`config.mk`:
```
export PLATFORM = sky130hd
export DESIGN_NAME = mux_nx1_rr_arbiter_flat
export DESIGN_NICKNAME = d
export VERILOG_FILES = /design/src/rtl/mux_nx1_rr_arbiter_if.sv /design/src/rtl/mux_nx1_rr_arbiter.sv /design/src/flat_wrapper.sv
export SDC_FILE = /design/constraint.sdc
export NUM_CORES = 1
export LEC_CHECK = 0
export CAP_MARGIN = 25
export CORE_MARGIN = 1
export CORE_UTILIZATION = 60
export CTS_BUF_LIST = sky130_fd_sc_hd__clkbuf_16
export DETAILED_ROUTE_END_ITERATION = 10
export DONT_BUFFER_PORTS = 1
export GPL_TIMING_DRIVEN = 0
export PLACE_DENSITY = 0.82
export SLEW_MARGIN = 10
export SYNTH_ARGS = -nofsm -noshare
export SYNTH_HDL_FRONTEND = slang
export SYNTH_SLANG_ARGS = --single-unit
```
`constraint.sdc`:
```
create_clock -name clk -period 8.4 [get_ports clk]
set_input_delay 0.84 -clock clk [delete_from_list [all_inputs] [get_ports clk]]
set_output_delay 0.84 -clock clk [all_outputs]
set_load 0.005 [all_outputs]
```
`src/rtl/mux_nx1_rr_arbiter_if.sv`:
```
// Request/grant bundle between requesters (master) and the round-robin arbiter (slave).
// The arbiter's select output is intended to drive the downstream mux_nx1 select.
interface mux_nx1_rr_arbiter_if #(
  parameter int unsigned SIZE = 8
);
  localparam int unsigned SEL_W = $clog2(SIZE);

  logic [SIZE-1:0]  arb_req;
  logic             arb_done;
  logic [SIZE-1:0]  arb_grant;
  logic [SEL_W-1:0] arb_sel;
  logic             arb_valid;

  modport master (
    output arb_req,
    output arb_done,
    input  arb_grant,
    input  arb_sel,
    input  arb_valid
  );

  modport slave (
    input  arb_req,
    input  arb_done,
    output arb_grant,
    output arb_sel,
    output arb_valid
  );
endinterface

```
`src/rtl/mux_nx1_rr_arbiter.sv`:
```
// Round-robin arbiter sharing one mux_nx1 datapath among SIZE requesters.
// Grants are registered, held until release or hold timeout, with one bubble after each release.
module mux_nx1_rr_arbiter #(
  parameter int unsigned SIZE     = 8,
  parameter int unsigned MAX_HOLD = 16
) (
  input  logic                clk,
  input  logic                rst,
  mux_nx1_rr_arbiter_if.slave arb
);
  localparam int unsigned SEL_W = $clog2(SIZE);
  localparam int unsigned IW    = SEL_W + 1;
  localparam int unsigned HW    = (MAX_HOLD > 1) ? $clog2(MAX_HOLD) : 1;

  localparam logic [HW-1:0]    HoldLast = (MAX_HOLD == 0) ? '0 : HW'(MAX_HOLD - 1);
  localparam logic [SEL_W-1:0] SelLast  = SEL_W'(SIZE - 1);

  typedef enum logic [0:0] {StIdle, StGrant} state_e;

  state_e           state_q;
  logic [SIZE-1:0]  grant_q;
  logic [SEL_W-1:0] sel_q;
  logic [SEL_W-1:0] ptr_q;
  logic [HW-1:0]    hold_q;
  logic             valid_q;

  logic [SEL_W-1:0] winner;
  logic             found;
  logic [IW-1:0]    idx;
  logic             other_req;
  logic             timeout;
  logic             release_grant;

  // Scan ptr, ptr+1, ... modulo SIZE; the extra index bit keeps the wrap exact for any SIZE.
  always_comb begin
    winner = '0;
    found  = 1'b0;
    idx    = '0;
    for (int unsigned i = 0; i < SIZE; i++) begin
      idx = {1'b0, ptr_q} + IW'(i);
      if (idx >= IW'(SIZE)) begin
        idx = idx - IW'(SIZE);
      end
      if (!found && arb.arb_req[idx[SEL_W-1:0]]) begin
        winner = idx[SEL_W-1:0];
        found  = 1'b1;
      end
    end
  end

  always_comb begin
    other_req     = |(arb.arb_req & ~grant_q);
    timeout       = (MAX_HOLD != 0) && (hold_q == HoldLast) && other_req;
    release_grant = arb.arb_done || !arb.arb_req[sel_q] || timeout;
  end

  always_ff @(posedge clk) begin
    if (rst) begin
      state_q <= StIdle;
      grant_q <= '0;
      sel_q   <= '0;
      ptr_q   <= '0;
      hold_q  <= '0;
      valid_q <= 1'b0;
    end else begin
      case (state_q)
        StIdle: begin
          if (found) begin
            grant_q <= SIZE'(1) << winner;
            sel_q   <= winner;
            valid_q <= 1'b1;
            hold_q  <= '0;
            state_q <= StGrant;
          end
        end
        StGrant: begin
          if (release_grant) begin
            grant_q <= '0;
            valid_q <= 1'b0;
            ptr_q   <= (sel_q == SelLast) ? '0 : sel_q + 1'b1;
            state_q <= StIdle;
          end else if (hold_q != HoldLast) begin
            hold_q <= hold_q + 1'b1;
          end
        end
        default: begin
          state_q <= StIdle;
          grant_q <= '0;
          valid_q <= 1'b0;
        end
      endcase
    end
  end

  assign arb.arb_grant = grant_q;
  assign arb.arb_sel   = sel_q;
  assign arb.arb_valid = valid_q;
endmodule
```
`src/flat_wrapper.sv`:
```
// flat-port wrapper written by rule: the top's interface ports become plain ports
module mux_nx1_rr_arbiter_flat 
#(
  parameter int unsigned SIZE     = 8,
  parameter int unsigned MAX_HOLD = 16
)
  (clk, rst, arb_arb_req, arb_arb_done, arb_arb_grant, arb_arb_sel, arb_arb_valid);
  mux_nx1_rr_arbiter_if #(.SIZE(SIZE)) arb_i ();
  input  logic clk;
  input  logic rst;
  input wire logic [$bits(arb_i.arb_req)-1:0] arb_arb_req;
  input wire logic [$bits(arb_i.arb_done)-1:0] arb_arb_done;
  output wire logic [$bits(arb_i.arb_grant)-1:0] arb_arb_grant;
  output wire logic [$bits(arb_i.arb_sel)-1:0] arb_arb_sel;
  output wire logic [$bits(arb_i.arb_valid)-1:0] arb_arb_valid;
  assign arb_i.arb_req = arb_arb_req;
  assign arb_i.arb_done = arb_arb_done;
  assign arb_arb_grant = arb_i.arb_grant;
  assign arb_arb_sel = arb_i.arb_sel;
  assign arb_arb_valid = arb_i.arb_valid;
  mux_nx1_rr_arbiter #(.SIZE(SIZE), .MAX_HOLD(MAX_HOLD)) u_core (.clk(clk), .rst(rst), .arb(arb_i));
endmodule
```
Word-level counts from Yosys, hierarchy flattened --
Cells that the tools add are included.
Storage, ports and cells: output and inout bits 12, register bits 20, logic and storage cells 130, input port bits 11
Operators by class: reduce and logical (&&, ||, !) cells 23, add/sub/neg operators 17, $lt $le $gt $ge 17, equal/unequal tests 7, bitwise operators 3, muxes and demuxes 56, shift-type cells 1
Operators by type and width (count):
- 3-bit two-way mux | 17
- 3-bit by 4-bit < comparator with 1-bit output, second input constant | 9
- 4-bit greater-or-equal comparator, second input constant | 7
- 1-bit binary-select mux with 3-bit select | 9
- 3-bit by 1-bit subtractor with 3-bit output, second input constant | 8
- 1-bit two-way mux | 21
- 3-bit by 3-bit adder with 4-bit output, second input constant | 4
- 8-bit two-way mux | 2
- 8-bit one-hot mux with 2 select lines | 1
- 4-bit two-way mux | 3
- 3-bit by 2-bit adder with 4-bit output, second input constant | 2
- 8-bit bitwise AND | 1
- 1-bit logical AND | 8
- 1-bit zero test | 8
- 8-bit inverter | 1
- 4-bit one-hot mux with 2 select lines | 1
- 8-bit OR reduction | 1
- 1-bit by 3-bit left shift with 8-bit output, first input constant | 1
- 2-bit != test, second input constant | 3
- 2-bit AND reduction | 3
- 3-bit by 1-bit adder with 4-bit output, second input constant | 1
- 4-bit by 1-bit adder with 4-bit output, second input constant | 1
- 4-bit equality test, second input constant | 1
- 3-bit by 4-bit greater-or-equal comparator with 1-bit output, second input constant | 1
- 8 further kinds | 10

Depth between registers and ports, before layout --
Gate-level depths: netlist (run 1).
depth in word-level cells 29, mapped depth 14, depth with buffers taken out 9

Worst setup path after synthesis (run 1) --
OpenSTA, ideal clock, no wires.
kind flip-flop to flip-flop, from register u_core.ptr_q[1], to register u_core.grant_q[3] (netlist: u_core.arb.arb_grant[3]), data arrival time 3.137 ns, path slack 5.170 ns, data required time 8.308 ns, library setup time 0.092 ns, path buffers 4, clock period less this slack 3.230 ns, cell stages (with the launch flop) 14, cell sequence dfxtp_1 > buf_6 > clkbuf_1 > inv_1 > ha_1 > buf_6 > buf_2 > mux2_1 > mux4_2 > o32ai_1 > o211ai_1 > o311ai_4 > nand2_2 > o32ai_1
Between the ends: word-level cells in the longest chain between the ends 29, elaborated cells on any way between the ends 82, classes of those cells add/sub: 15; order compare: 8; eq/ne: 1; shift: 1; mux: 42; reduce/logical: 15
Ends and longest elaborated chain:
- start: declaration | RTL line mux_nx1_rr_arbiter.sv:23 | logic [SEL_W-1:0] ptr_q;
- start signal: assignment | RTL line mux_nx1_rr_arbiter.sv:80 | ptr_q <= (sel_q == SelLast) ? '0 : sel_q + 1'b1;
- parallel branches: the longest is 29 deep, another holds 3-bit by 1-bit adder with 4-bit output
- end signal: assignment | RTL line mux_nx1_rr_arbiter.sv:69 | grant_q <= SIZE'(1) << winner;
- end: declaration | RTL line mux_nx1_rr_arbiter.sv:21 | logic [SIZE-1:0] grant_q;
Several ways; the timed one is not identified. The select of a mux whose other input is x is not followed. A chain may end at the register's enable or synchronous reset.

Worst setup path after layout (run 1) --
from register u_core.ptr_q[1], to register u_core.grant_q[5] (netlist: u_core.arb.arb_grant[5])
Same word-level chain as after synthesis.

==> impl_metrics.json, run 1 <==
{
  "syn_avg_cell_area_um2": 9.42,
  "antenna_found_initial": 0,
  "synthCells": 240,
  "cts_max_path_buffers": 2,
  "io_pins": 23,
  "leakagePower_nw": 0.824,
  "fp-row-count": 21,
  "end_kind": "flop",
  "p_int_mw": 0.274,
  "startpoint": "u_core.ptr_q[1]$_SDFFE_PP0P_",
  "cellPowerDensity_nw_per_um2": 191,
  "required_ns": 8.56,
  "cts_tree": "built",
  "startpoint_type": "flop",
  "min_path_type": "reg2reg",
  "dp_cells": 286,
  "syn_nets": 256,
  "wirelength_mm": 5.96,
  "finalClockSkew_ns": 0.00351,
  "async_reset_ff_frac": 0,
  "syn_area_um2": 2260,
  "antenna_cells": 0,
  "drive_gt1_frac": 0.254,
  "rr_endpoint": "u_core.arb.arb_grant[5]$_SDFFE_PP0P_",
  "final.min_clock_period_ns": 4.02,
  "n_fill_cell": 279,
  "numPortBuffers": 0,
  "path_max_fanout": 10,
  "core_um2": 3470,
  "fmax_mhz": 249,
  "cts_hold_buf": 0,
  "endpoint": "u_core.arb.arb_grant[5]$_SDFFE_PP0P_",
  "fin_crit_sh": 0.479,
  "place.gp.congestion": 1.01,
  "via_per_inst": 7.13,
  "power.net_switching_mw": 0.185,
  "worstMarginPinSlew_ns": 0.761,
  "grt_usage": 0.305,
  "antenna_left": 0,
  "yosysWarnings": 0,
  "cts_max_level": 1,
  "wl_per_cell_um": 20.6,
  "finalInstanceArea_um2": 2400,
  "syn_to_final_growth_pct": 6.03,
  "seqPwrFrac": 0.252,
  "fin_tns_setup_ns": 0,
  "die_area_um2": 4020,
  "drt_iter0_drc": 156,
  "yosysTopAreaCell": "dfxtp_1",
  "fin_cells": 290,
  "die_height_um": 63.4,
  "seq_area_frac_synth": 0.177,
  "clkLatencyLatePin_ns": 0.25,
  "cts_sinks": 20,
  "multi_input_area_um2": 1670,
  "yosysTopAreaCellShare": 0.177,
  "whs_ns": 0.503,
  "synth_area_leaders": "dfxtp_1 (18%), mux4_2 (15%), mux2i_1 (7.1%)",
  "clk_pin_slew_ns": 0.06,
  "start_util": 0.652,
  "cts_inserted_buffers": 3,
  "ir_drop_mv": 0.104,
  "clkPwrFrac": 0.214,
  "vias": 2067,
  "ys_ff_latch": 20,
  "reg2regPathDepth": 13,
  "gr-total-overflow": 0,
  "swShare": 0.403,
  "rrSetupSlack_ns": 4.38,
  "ys_types": 61,
  "ys.flop_type": "dfxtp_1",
  "grt_start_max_net_pins": 12,
  "setup_viol": 0,
  "rsz0062_at_grt": "false",
  "path_class": "reg2reg",
  "status": "completed",
  "r2r-start": "u_core.ptr_q[1]$_SDFFE_PP0P_",
  "seq_area_um2": 400,
  "cts_setup_buffers": 0,
  "dr.pass1.iters": 4,
  "crit_arrival_ns": 4.18,
  "finalHoldViolCount": 0,
  "max-cap-violations": 0,
  "maxSlewHeadroom": 0.485,
  "grt_pass1_vias": 1981,
  "grt_pass1_wl_mm": 9.63,
  "clock-root-buffer": "clkbuf_16",
  "ctsResizeCount": 0,
  "fin_nets": 261,
  "dpl_cell_area_um2": 2320,
  "drv_slew": 0,
  "die_w_um": 63.4,
  "synth_edf_count": 0,
  "dpl.hpwl_mm": 4.35,
  "drc_errors": 0,
  "pwr-share-comb": 0.535
}
metrics by stage:
step	utilization	total power [mW]	setup slack, ns
floorplan	-	0.312	5.17
global placement	0.668	0.350	4.55
detailed placement	0.668	0.355	4.50
CTS	0.691	0.455	4.46
global route	0.691	0.482	4.16
finish	0.691	0.459	4.38
placed cells by master (no fill, tap or decap), types with 6 or more instances in the layout:
cell     count
a21oi_1     15
buf_2       11
dfxtp_1     20
inv_1       15
mux2_2       9
mux2i_1     16
mux4_2      15
nand2_1     12
nand3_1      6
nor2_1      11
o32ai_1      9
worst min-delay path by stage:
stage                                               startpoint                                    to  slack [ns]  cells after the start
after global placement           u_core.hold_q[3]$_SDFFE_PP0P_         u_core.hold_q[3]$_SDFFE_PP0P_        0.49                      2
final                     u_core.arb.arb_grant[5]$_SDFFE_PP0P_  u_core.arb.arb_grant[5]$_SDFFE_PP0P_        0.50                      2
after CTS                 u_core.arb.arb_grant[5]$_SDFFE_PP0P_  u_core.arb.arb_grant[5]$_SDFFE_PP0P_        0.51                      2
after global routing      u_core.arb.arb_grant[5]$_SDFFE_PP0P_  u_core.arb.arb_grant[5]$_SDFFE_PP0P_        0.54                      2
after floorplan           u_core.arb.arb_grant[0]$_SDFFE_PP0P_  u_core.arb.arb_grant[0]$_SDFFE_PP0P_        0.47                      2
after detailed placement  u_core.arb.arb_grant[5]$_SDFFE_PP0P_  u_core.arb.arb_grant[5]$_SDFFE_PP0P_        0.49                      2
layout make-up:
| cell class | instances | share of cell area |
|---|---|---|
| multi-input cells | 183 | 0.696 |
| plain buffers | 21 | 0.0543 |
| flip-flops and latches | 20 | 0.167 |
| clock inverters | 1 | 0.00157 |
| clock buffers | 3 | 0.0313 |
| well taps | 46 | 0.0240 |
| inverters | 16 | 0.0261 |
state kept, by name, indices dropped and copies added, names as in the netlist:
| name | count |
|---|---|
| u_core.arb.arb_grant | 8 |
| u_core.hold_q | 4 |
| u_core.arb.arb_sel | 3 |
| u_core.ptr_q | 3 |
| u_core.arb.arb_valid | 1 |
| u_core.state_q | 1 |
power by group through the flow:
stage	Combinational [mW]	Sequential, mW	Clock, mW
after floorplan	0.197	0.114	0
after global placement	0.234	0.117	0
after detailed placement	0.238	0.118	0
after CTS	0.239	0.116	0.0996
after global routing	0.263	0.117	0.103
final	0.245	0.115	0.0980
synthesized netlist by cell type, types with 3 or more instances:
cell,number
nor3_1,4
o211ai_1,3
inv_1,15
nor2b_1,3
nand2b_1,4
mux2_2,9
nand2_1,12
and2_1,3
o221ai_1,4
mux4_2,15
nor2_1,11
nand3_1,6
o21ai_0,5
buf_2,11
ha_1,5
buf_6,3
o22ai_1,4
mux2i_1,16
a21oi_1,15
clkbuf_1,5
a22oi_1,5
a211oi_1,4
o32ai_1,9
dfxtp_1,20
a31oi_1,3
xor2_1,3
worst max-delay path, stage by stage, from the launching register on:
cell and delay, ns:
dfxtp_1 0.35, buf_6 0.18, clkbuf_1 0.39, inv_1 0.23, ha_1 0.34, buf_6 0.15, buf_2 0.24, mux2_2 0.37
mux4_2 0.46, o32ai_1 0.41, o211ai_1 0.23, o311ai_4 0.14, nand3_1 0.19, o32ai_1 0.24
logic make-up after synthesis:
kind of cell	synth area share
multiplexers	0.294
buffers and inverters	0.0852
AO/OA/AOI/OAI	0.251
flip-flops	0.177
adder cells (fa/ha/maj)	0.0277
XOR/XNOR	0.0188
AND/OR/NAND/NOR	0.146
per-layer routing:
| metal | vias up | global-route usage | share of wire |
|---|---|---|---|
| li1 | 935 | - | - |
| met5 | - | 0 | 0 |
| met1 | 988 | 0.412 | 0.41 |
| met3 | 14 | 0.0580 | 0.098 |
| met4 | 0 | 0.0966 | 0.015 |
| met2 | 130 | 0.485 | 0.48 |
Note: power is estimated with default switching activity, not from simulation.
==> run 2: changes to the inputs <==
- clock period: 8.4 -> 4 ns (I/O delays scaled with it)
==> run 2 against run 1 <==
Effect of this change:
- via count down 0.82%
- first-iteration DRC count up 28%
- clock power up 110%
- core utilization down 0.11 points
- final cell count down 0.34%
- design area down 0.16%
==> impl_metrics.json, run 2 (synthesis gave the netlist of run 1 again) <==
{
  "status": "completed",
  "cts_tree": "built",
  "dpl.hpwl_mm": 4.35,
  "start_util": 0.652,
  "crit_arrival_ns": 3.74,
  "fin_nets": 260,
  "gr-total-overflow": 0,
  "final_cell_mix": "dfxtp_1 (20), mux2i_1 (16), inv_1 (15), mux4_2 (15), a21oi_1 (15)",
  "clk_pin_slew_ns": 0.06,
  "crit_top_cell": "o32ai_1",
  "worstMarginPinSlew_ns": 0.761,
  "crit_path_cell_trace": "buf_4 -> buf_8 -> inv_4 -> ha_1 -> buf_6 -> buf_2 -> mux2_2 -> mux4_2 -> o32ai_1 -> o211ai_1 -> o311ai_4 -> nand3_1 -> o32ai_1",
  "whs_endpoint": "u_core.hold_q[2]$_SDFFE_PP0P_",
  "grt_pass1_wl_mm": 9.63,
  "startpoint_type": "flop",
  "antenna_cells": 0,
  "die_area_um2": 4020,
  "leakagePower_nw": 0.823,
  "whs_path_depth": 2,
  "cts_max_path_buffers": 2,
  "drc_errors": 0,
  "cts_inserted_buffers": 3,
  "min_from": "rst",
  "path_class": "reg2reg",
  "min_path_type": "in2reg",
  "utilization": 0.690,
  "rr_endpoint": "u_core.arb.arb_grant[5]$_SDFFE_PP0P_",
  "io_pins": 23,
  "antenna_left": 0,
  "cts_hold_buf": 0,
  "cellPowerDensity_nw_per_um2": 401,
  "finalHoldViolCount": 0,
  "core_um2": 3470,
  "wl_per_cell_um": 20.4,
  "antenna_found_initial": 0,
  "grt_start_max_net_pins": 12,
  "cts_max_level": 1,
  "layout_commonest_cell": "dfxtp_1",
  "max-cap-violations": 0,
  "rrSetupSlack_ns": 0.42,
  "maxSlewHeadroom": 0.485,
  "cp_slowest_cell": "mux4_2",
  "via_per_inst": 7.09,
  "drive_gt1_frac": 0.255,
  "final.min_clock_period_ns": 3.58,
  "worst_slack_ns": 0.423,
  "die_height_um": 63.4,
  "drv_slew": 0,
  "cts_sinks": 20,
  "dr.pass1.iters": 5,
  "setup_viol": 0,
  "place.gp.congestion": 1.01,
  "grt_pass1_vias": 1977,
  "required_ns": 4.16,
  "ctsResizeCount": 0,
  "clock-root-buffer": "clkbuf_16",
  "fin_crit_sh": 0.894,
  "whs_ns": 0.339,
  "cp_slowest_stage_delay_ns": 0.46,
  "rsz0062_at_grt": "false",
  "wirelength_mm": 5.88,
  "r2r-start": "u_core.ptr_q[0]$_SDFFE_PP0P_",
  "numPortBuffers": 0,
  "grt_usage": 0.305,
  "largest_reg_flops": 8,
  "finalClockSkew_ns": 0.00343,
  "drt_iter0_drc": 199,
  "pre_cts_slack_ns": 0.0952,
  "vias": 2050,
  "fin_tns_setup_ns": 0,
  "path_max_fanout": 10,
  "fmax_mhz": 280,
  "fp-row-count": 21,
  "ir_drop_mv": 0.218,
  "syn_to_final_growth_pct": 5.87,
  "cts_setup_buffers": 0,
  "reg2regPathDepth": 13,
  "clkLatencyLatePin_ns": 0.25,
  "startpoint": "u_core.ptr_q[0]$_SDFFE_PP0P_",
  "die_w_um": 63.4,
  "end_kind": "flop",
  "power_mw": 0.961
}
run 2: cell count changes in the layout (fill, tap and decap cells not counted):
cell / previous run / this run
clkbuf_1: 5 / 4
run 2: stage by stage:
stage,area [um^2],cells
after global placement,2320,286
after detailed placement,2320,286
final,2390,289
after CTS,2400,290
after floorplan,2260,240
after global routing,2390,289
run 2: worst max-delay path: cells and delay by family (launching register included):
kind | cells | cell delay, ns
adder cells (fa/ha/maj) | 1 | 0.30
buffers and inverters | 5 | 0.80
multiplexers | 2 | 0.83
AO/OA/AOI/OAI | 4 | 1.03
flip-flops | 1 | 0.34
AND/OR/NAND/NOR | 1 | 0.18
run 2: area by class of cell:
type                            instances  area [um^2]
Inverter                               16         62.6
Tap cell                               46         57.6
Buffer                                 20          126
Clock inverter                          1         3.75
Clock buffer                            3         75.1
Sequential cell                        20          400
Multi-Input combinational cell        183         1670
Fill cell                             281         1070
run 2: report_power, final:
group | total (mW) | switching, mW | leakage [nW] | internal (mW)
sequential | 0.242 | 0.0227 | 0.163 | 0.220
combinational | 0.512 | 0.291 | 0.621 | 0.222
clock | 0.206 | 0.0730 | 0.0385 | 0.133
total | 0.961 | 0.386 | 0.823 | 0.574
run 2: worst max-delay path by stage:
stage	end	slack, ns	depth (start not counted)
2_1_floorplan	u_core.arb.arb_grant[3]$_SDFFE_PP0P_	0.77	13
3_3_place_gp	u_core.arb.arb_grant[1]$_SDFFE_PP0P_	0.15	13
3_5_place_dp	u_core.arb.arb_grant[5]$_SDFFE_PP0P_	0.1	13
4_1_cts	u_core.arb.arb_grant[5]$_SDFFE_PP0P_	0.06	13
5_1_grt	u_core.arb.arb_grant[1]$_SDFFE_PP0P_	0.26	12
6_report	u_core.arb.arb_grant[5]$_SDFFE_PP0P_	0.42	13
run 2: routing by layer:
layer	part of all wire	track usage	vias to the layer above
li1	-	-	933
met1	0.40	0.412	970
met2	0.48	0.485	130
met3	0.11	0.0580	17
met4	0.019	0.0966	0
met5	0	0	-
==> run 3: changes to the inputs <==
- CORE_UTILIZATION: 60 -> 50
- PLACE_DENSITY: 0.82 -> 0.71
==> run 3 against run 2 <==
Effect of this change:
- global-route usage is 5.4 points lower
- critical path depth shrank 1
- clock power grew 31%
- count of clock-buffer cells in the layout unchanged
- combinational power barely moved
- routed wire length fell by 0.77%
- worst setup slack gained 0.011 ns
- critical endpoint unchanged
- highest routed layer unchanged
==> impl_metrics.json, run 3 (synthesis gave the netlist of run 1 again) <==
{
  "n_fill_cell": 372,
  "drive_gt1_frac": 0.259,
  "via_per_inst": 6.68,
  "whs_path_depth": 2,
  "cts_hold_buf": 0,
  "drc_errors": 0,
  "required_ns": 4.15,
  "final.min_clock_period_ns": 3.57,
  "cellPowerDensity_nw_per_um2": 422,
  "numPortBuffers": 0,
  "finalClockSkew_ns": 0.00136,
  "vias": 1970,
  "grt_start_max_net_pins": 19,
  "fin_crit_sh": 0.891,
  "die_w_um": 69.2,
  "grt_usage": 0.250,
  "final_cell_mix": "dfxtp_1 (20), mux2i_1 (16), inv_1 (15), mux4_2 (15), a21oi_1 (15)",
  "worstMarginPinSlew_ns": 0.823,
  "path_max_fanout": 18,
  "ir_drop_mv": 0.381,
  "io_pins": 23,
  "fmax_mhz": 280,
  "die_area_um2": 4790,
  "critPathBufInv": 4,
  "clk_pin_slew_ns": 0.05,
  "cp_slowest_cell": "mux4_2",
  "wl_per_cell_um": 19.8,
  "whs_ns": 0.335,
  "leakagePower_nw": 0.835,
  "maxSlewHeadroom": 0.444,
  "min_path_type": "in2reg",
  "swShare": 0.375,
  "clkLatencyLatePin_ns": 0.25,
  "cts_inserted_buffers": 3,
  "dr.pass1.iters": 4,
  "antenna_found_initial": 0,
  "grt_pass1_vias": 1992,
  "die_height_um": 69.2,
  "clkPwrFrac": 0.262,
  "largest_reg_flops": 8,
  "antenna_cells": 0,
  "grt_pass1_wl_mm": 9.69,
  "finalHoldViolCount": 0,
  "place.gp.congestion": 0.902,
  "worstSetupPathDepth": 12,
  "power.net_switching_mw": 0.384,
  "wirelength_mm": 5.84,
  "cts_setup_buffers": 0,
  "seq_area_um2": 400,
  "max-cap-violations": 0,
  "drv_slew": 0,
  "status": "completed",
  "drt_iter0_drc": 196,
  "fp-row-count": 24,
  "cp_slowest_stage_delay_ns": 0.47,
  "crit_path_cell_trace": "buf_6 -> inv_1 -> ha_1 -> buf_6 -> buf_2 -> mux2_1 -> mux4_2 -> o32ai_1 -> o211ai_1 -> o311ai_4 -> nand3_1 -> o32ai_1",
  "path_class": "reg2reg",
  "layout_commonest_cell": "dfxtp_1",
  "seqPwrFrac": 0.237,
  "path_delay_family": "compound AO/OA/AOI/OAI gates",
  "gr-total-overflow": 0,
  "syn_to_final_growth_pct": 7.36,
  "cts_tree": "built",
  "power_mw": 1.02,
  "pwr-share-comb": 0.501,
  "cts_max_level": 1,
  "p_int_mw": 0.640,
  "core_um2": 4350,
  "cts_sinks": 20,
  "setup_viol": 0,
  "cts_max_path_buffers": 2,
  "fin_tns_setup_ns": 0,
  "startpoint_type": "flop",
  "reg2regPathDepth": 12,
  "antenna_left": 0,
  "dpl.hpwl_mm": 4.38,
  "crit_arrival_ns": 3.71,
  "clock-root-buffer": "clkbuf_16",
  "end_kind": "flop",
  "ctsResizeCount": 0,
  "start_util": 0.519,
  "fin_nets": 260,
  "rsz0062_at_grt": "false",
  "multi_input_area_um2": 1670
}
-- run 3: cell types whose count changed in the layout (fill, tap and decap cells not counted), sizes merged --
cell    previous run  this run
clkinv             1         0
bufinv             0         1
-- run 3: layout make-up --
class,count,share of cell area
Inverter,16,0.0258
Clock inverter,1,0.0124
Tap cell,52,0.0268
Sequential cell,20,0.165
Buffer,20,0.0521
Multi-Input combinational cell,183,0.687
Clock buffer,3,0.0309
-- run 3: per-layer routing --
metal  vias up  share of wire  track usage
met5         -              0            0
met4         0          0.023        0.102
met3        13          0.065       0.0203
met2        83           0.47        0.402
met1       940           0.44        0.348
li1        934              -            -
-- run 3: worst reg2reg max path, cell delays in order, from the launching register on --
cell and delay (ns):
dfxtp_1 0.35, buf_6 0.22, inv_1 0.17, ha_1 0.32
buf_6 0.15, buf_2 0.25, mux2_1 0.37, mux4_2 0.47
o32ai_1 0.34, o211ai_1 0.23, o311ai_4 0.14, nand3_1 0.17
o32ai_1 0.29
-- run 3: final timing paths --
path | from | to | slack (ns)
max | u_core.ptr_q[1]$_SDFFE_PP0P_ | u_core.arb.arb_grant[5]$_SDFFE_PP0P_ | 0.43
min | rst | u_core.hold_q[2]$_SDFFE_PP0P_ | 0.34
max reg2reg | u_core.ptr_q[1]$_SDFFE_PP0P_ | u_core.arb.arb_grant[5]$_SDFFE_PP0P_ | 0.43
min reg2reg | u_core.arb.arb_grant[7]$_SDFFE_PP0P_ | u_core.arb.arb_grant[7]$_SDFFE_PP0P_ | 0.50
-- run 3: metrics by stage --
stage               std cells  setup slack (ns)   util  instance area [um^2]
global placement          292            0.0492  0.534                  2330
global route              295             0.279  0.557                  2430
floorplan                 240             0.770      -                  2260
CTS                       295             0.477  0.557                  2430
detailed placement        292            0.0999  0.534                  2330
finish                    295             0.434  0.557                  2430
-- run 3: power groups by stage --
stage / Sequential, mW / Combinational [mW] / Clock [mW]
finish: 0.243 / 0.513 / 0.269
global route: 0.245 / 0.554 / 0.279
CTS: 0.243 / 0.506 / 0.272
detailed placement: 0.247 / 0.502 / 0
global placement: 0.246 / 0.496 / 0
floorplan: 0.240 / 0.414 / 0
